**config.mk**
```make
export PLATFORM = sky130hd
export DESIGN_NAME = alu_bist
export DESIGN_NICKNAME = d
export VERILOG_FILES = /design/src/rtl/alu_bist.sv
export SDC_FILE = /design/constraint.sdc
export NUM_CORES = 1
export LEC_CHECK = 0
export CORE_MARGIN = 2
export CORE_UTILIZATION = 48
export CTS_CLUSTER_DIAMETER = 120
export CTS_CLUSTER_SIZE = 10
export DETAILED_ROUTE_END_ITERATION = 8
export PLACE_DENSITY_LB_ADDON = 0.15
export SYNTH_ARGS = -nofsm -noshare
export SYNTH_HDL_FRONTEND = slang
export SYNTH_SLANG_ARGS = --single-unit
```
**constraint.sdc**
```tcl
create_clock -name clk -period 2.8 [get_ports clk]
set_clock_uncertainty 0.05 [all_clocks]
set_input_delay 0.56 -clock clk [delete_from_list [all_inputs] [get_ports clk]]
set_output_delay 0.56 -clock clk [all_outputs]
set_load 0.01 [all_outputs]
```
**src/rtl/alu_bist.sv**
```systemverilog
// rtl/alu_bist.sv - exhaustive built-in self-test sweep and MISR compaction for the alu core
//
// Purpose: on a start request, walks every {opCode, operand1, operand2}
// combination into the ALU and folds each {carryOut, result} response into a
// multiple-input signature register. The final signature stays frozen in DONE
// until start is released.
//
// Ports:
//   clk          in   rising-edge clock
//   reset_n      in   asynchronous active-low reset
//   start        in   level request to run a sweep
//   result       in   ALU result, combinational from the driven operands
//   carryOut     in   ALU carry
//   operand1     out  registered ALU operand 1
//   operand2     out  registered ALU operand 2 (innermost sweep field)
//   opCode       out  registered ALU opcode (outermost sweep field)
//   busy         out  high while sweeping
//   done         out  high while the signature is frozen
//   signature    out  MISR contents
//   expected_sig in   golden signature        (ALU_BIST_COMPARE_EN only)
//   pass         out  signature matched golden (ALU_BIST_COMPARE_EN only)
//
// Optional feature macro: ALU_BIST_COMPARE_EN
// SIG_WIDTH must be at least DATA_WIDTH+1 so the carry has a MISR bit.

module alu_bist #(
  parameter int                   DATA_WIDTH = 8,
  parameter int                   SEL_WIDTH  = 4,
  parameter int                   SIG_WIDTH  = 16,
  parameter logic [SIG_WIDTH-1:0] POLY       = 16'h1021,
  parameter logic [SIG_WIDTH-1:0] SEED       = 16'hFFFF
) (
  input  logic                  clk,
  input  logic                  reset_n,
  input  logic                  start,
  input  logic [DATA_WIDTH-1:0] result,
  input  logic                  carryOut,
  output logic [DATA_WIDTH-1:0] operand1,
  output logic [DATA_WIDTH-1:0] operand2,
  output logic [SEL_WIDTH-1:0]  opCode,
  output logic                  busy,
  output logic                  done,
  output logic [SIG_WIDTH-1:0]  signature
`ifdef ALU_BIST_COMPARE_EN
  ,
  input  logic [SIG_WIDTH-1:0]  expected_sig,
  output logic                  pass
`endif
);

  localparam int VW = SEL_WIDTH + 2 * DATA_WIDTH;

  typedef enum logic [1:0] {
    IDLE = 2'd0,
    RUN  = 2'd1,
    DONE = 2'd2
  } state_t;

  state_t                state, state_nxt;
  logic [VW-1:0]         vec, vec_nxt;
  logic [SIG_WIDTH-1:0]  sig, sig_nxt;
  logic [SIG_WIDTH-1:0]  sig_step;
  logic [SIG_WIDTH-1:0]  resp_ext;

  // The three fields form one counter: operand2 in the low bits makes it the
  // fastest-moving field, and the natural carry gives the field wrap order.
  assign {opCode, operand1, operand2} = vec;
  assign busy      = (state == RUN);
  assign done      = (state == DONE);
  assign signature = sig;

  // One MISR step absorbing the response to the vector currently driven.
  always_comb begin
    resp_ext                 = '0;
    resp_ext[DATA_WIDTH:0]   = {carryOut, result};
    sig_step = {sig[SIG_WIDTH-2:0], 1'b0}
             ^ (sig[SIG_WIDTH-1] ? POLY : '0)
             ^ resp_ext;
  end

  always_comb begin
    state_nxt = state;
    vec_nxt   = vec;
    sig_nxt   = sig;
    case (state)
      IDLE: begin
        if (start) state_nxt = RUN;
      end
      RUN: begin
        sig_nxt = sig_step;
        // Last vector: stop without advancing so the final vector stays visible.
        if (&vec) state_nxt = DONE;
        else      vec_nxt   = vec + 1'b1;
      end
      DONE: begin
        if (!start) begin
          state_nxt = IDLE;
          vec_nxt   = '0;
          sig_nxt   = SEED;
        end
      end
      default: begin
        state_nxt = IDLE;
        vec_nxt   = '0;
        sig_nxt   = SEED;
      end
    endcase
  end

  always_ff @(posedge clk or negedge reset_n) begin
    if (!reset_n) begin
      state <= IDLE;
      vec   <= '0;
      sig   <= SEED;
    end else begin
      state <= state_nxt;
      vec   <= vec_nxt;
      sig   <= sig_nxt;
    end
  end

`ifdef ALU_BIST_COMPARE_EN
  // Verdict is taken from the final MISR step itself, so it is ready on the
  // same edge that raises done.
  always_ff @(posedge clk or negedge reset_n) begin
    if (!reset_n) begin
      pass <= 1'b0;
    end else if (state == RUN && state_nxt == DONE) begin
      pass <= (sig_step == expected_sig);
    end else if (state_nxt == IDLE) begin
      pass <= 1'b0;
    end
  end
`endif

endmodule

```
==> results.md <==
* Outcome: completed
* CTS clk-pin slew, worst paths at 0.07 ns
* Power Internal at 1.59 mW
* Worst-path maximum fanout at 18
* Ys flop type: dfrtp_1
* Remaining DRCs at 0
* Initial antenna violation count at 0
* Hold_buf cts at 0
* Fin nets at 253
* Clock power share at 16.2%
* CTS buffer count at 5
* WS Path Type: reg2reg
* Logic pwr share at 37.5%
* Yosys top cell area share at 29.8%
* Final Max Tran Viols at 0
* Final Hold Fails at 0
* Most numerous cell on the critical path: o21ai_0
* Fin crit share at 91.1%
* Met3 Resource Use GR at 6.47%
* Top cells by area, synth: dfrtp_1, dfstp_2, o21ai_0
* Vias in the first global route at 1564
* Dpl hpwl at 2.96 mm
* Mapped Nets at 203
* Critical path's slowest cell: o31ai_4
* Count of cell types in the netlist at 34
* # clock sinks at 38
* Post-synth EDFFs at 0
* CP Cell Sequence: ha_1, nand3_1, or4_4, o31ai_4, o21ai_0, o21ai_0
* Most frequent cells in the layout: clkdlybuf4s50_1, nor2_1, o21ai_0, dfrtp_1, a21oi_1
* DIE AREA at 0.00436 mm2
* Largest area contributor in the netlist: dfrtp_1
* Async SR Flop Fraction at 100%
* Ant. Diodes at 0
* Ratio of cells with drive above 1 in the final layout at 12.4%
* Crit path required time at 2.95 ns
* Placer Congestion at 0.772
* Tot GR Track Use at 22.0%
* Row cnt at 22
* Skew-Pair Late Insertion Delay at 0.29 ns
* Pin count of the biggest net entering global routing at 39
* GRT Max-Usage Layer: met2
* Max-Cap Viols at 0
* Met2 usage in global routing at 37.4%
* Post-cts gate resize count at 0
* Commonest non-fill, non-tap cell in the layout: clkdlybuf4s50_1
* Core box area at 0.00369 mm2
* Area of the multi-input gates at 817 um2
* Synth warnings at 0
* Hold Worst Slack at 0.428 ns
* Lkg Pwr at 0.925 nW
* Min-Delay Path Class: reg2reg
* Critical Path Start Type: flop
* Slowest stage delay, CP at 0.62 ns
* Cell at the root of the clock tree: clkbuf_8
* RSZ-0062 raised after global routing: no
* Worst Path Arrival at 2.71 ns
* Die width at 66.1 um
* Net Switching at 0.773 mW
* Syn-to-layout area delta at 33.7%
* Max clock buf depth at 2
* DR vias at 1623
* Flops & latches, synth at 38
* Area occupied by registers at 971 um2
* I/O pin cnt at 50
* # fillers at 307
* Die Y at 66.1 um
* Wirelength per Cell at 14.9 um
* Synth Cell Area at 0.00185 mm2
* Actual slew at the worst max-slew pin at 0.882 ns
* Slew HR at 40.7%
* Synthesized area per cell at 9.73 um2
* Initial cell density of the core at 50.1%
* Sw Share at 32.7%
* Endpoints failing setup at 0
* PortBufs at 49
* Drt first pass iters at 4
* Seq/Total Area, Yosys at 52.5%
* CTS tree: built
* Postcts setup bufs at 0
* Power per cell area at 958 mW/mm2
* Peak VDD IR at 0.557 mV
* Reg power frac at 46.3%
* First DRT Iteration DRCs at 85
* Routed wire length at 4.31 mm
* Setup TNS at 0 ns
* Syn Inst Count at 190
* GRT overflow at 0
* GR Util met1 at 26.6%
* H-tree depth at 2
* Vias per cell at 5.62
* Post-route ant nets at 0
* First-pass GRT wire length at 7.26 mm
* Tmin final at 2.55 ns
* Fmax at 392 MHz
* Crit. End Element: flop
-- state kept, by name, indices dropped and copies added (netlist names) --
signal     flops
state          2
vec           20
signature     16
-- power by group through the flow --
stage                     clock (mW)  sequential [mW]  combinational, mW
after floorplan                    0             1.15              0.331
after global placement             0             1.08              0.879
after detailed placement           0             1.10              0.892
after CTS                      0.395             1.09              0.896
after global routing           0.418             1.13              0.962
final                          0.384             1.10              0.887
-- Yosys cell counts (3+ instances only) --
| master | instances |
|---|---|
| a21oi_1 | 17 |
| a31oi_1 | 8 |
| and3_1 | 3 |
| clkbuf_1 | 6 |
| dfrtp_1 | 22 |
| dfstp_2 | 16 |
| inv_1 | 3 |
| nand2_1 | 5 |
| nand3_1 | 10 |
| nand4_1 | 7 |
| nor2_1 | 23 |
| o21ai_0 | 22 |
| o21ai_1 | 7 |
| o22a_1 | 6 |
| o31ai_1 | 3 |
| xnor2_1 | 10 |
-- area by class of cell --
cell class,instances,share of cell area (%)
Clock inverter,1,0.203
Clock buffer,7,3.49
Tap cell,48,2.43
Inverter,3,0.456
Multi-Input combinational cell,139,33.1
Timing Repair Buffer,53,21.1
Sequential cell,38,39.3
-- kinds of logic after synthesis --
family | synth area share (%)
flip-flops | 52.5
buffers and inverters | 3.25
adder cells (fa/ha/maj) | 0.677
AO/OA/AOI/OAI | 23.6
XOR/XNOR | 5.21
AND/OR/NAND/NOR | 14.8
-- through the flow --
stage	setup WS [ns]	power (mW)	util, %	instance area, um2	std cells
final	0.249	2.37	67.0	2470	289
after global routing	0.0542	2.51	67.0	2470	289
after CTS	0.238	2.38	67.0	2470	289
after detailed placement	0.241	1.99	64.5	2380	281
after global placement	0.362	1.96	64.5	2380	281
after floorplan	0.649	1.48	-	1850	190
-- path summary, 6_finish.rpt --
path                          start            end  slack [ns]  cells after the start
setup reg to reg             vec[0]         vec[7]        0.25                      6
min in group asynchronous   reset_n       state[1]        0.64                      2
max in group asynchronous   reset_n  signature[13]        1.70                      2
hold / removal             state[1]       state[0]        0.43                      1
setup / recovery             vec[0]         vec[7]        0.25                      6
hold reg to reg            state[1]       state[0]        0.43                      1
-- critical path: cells and delay by family (launching register included) --
kind | cells | cell delay [ns]
AOI/OAI and AO/OA | 3 | 0.95
adders and majority gates | 1 | 0.24
DFF | 1 | 0.45
and+or+nand+nor | 2 | 0.77
-- routing by layer --
metal,vias up,share of wire (%)
met5,-,0
met4,0,1.5
met3,6,5.3
met2,48,49
met1,770,45
li1,799,-
No activity file was read; power rests on OpenSTA's default activity.
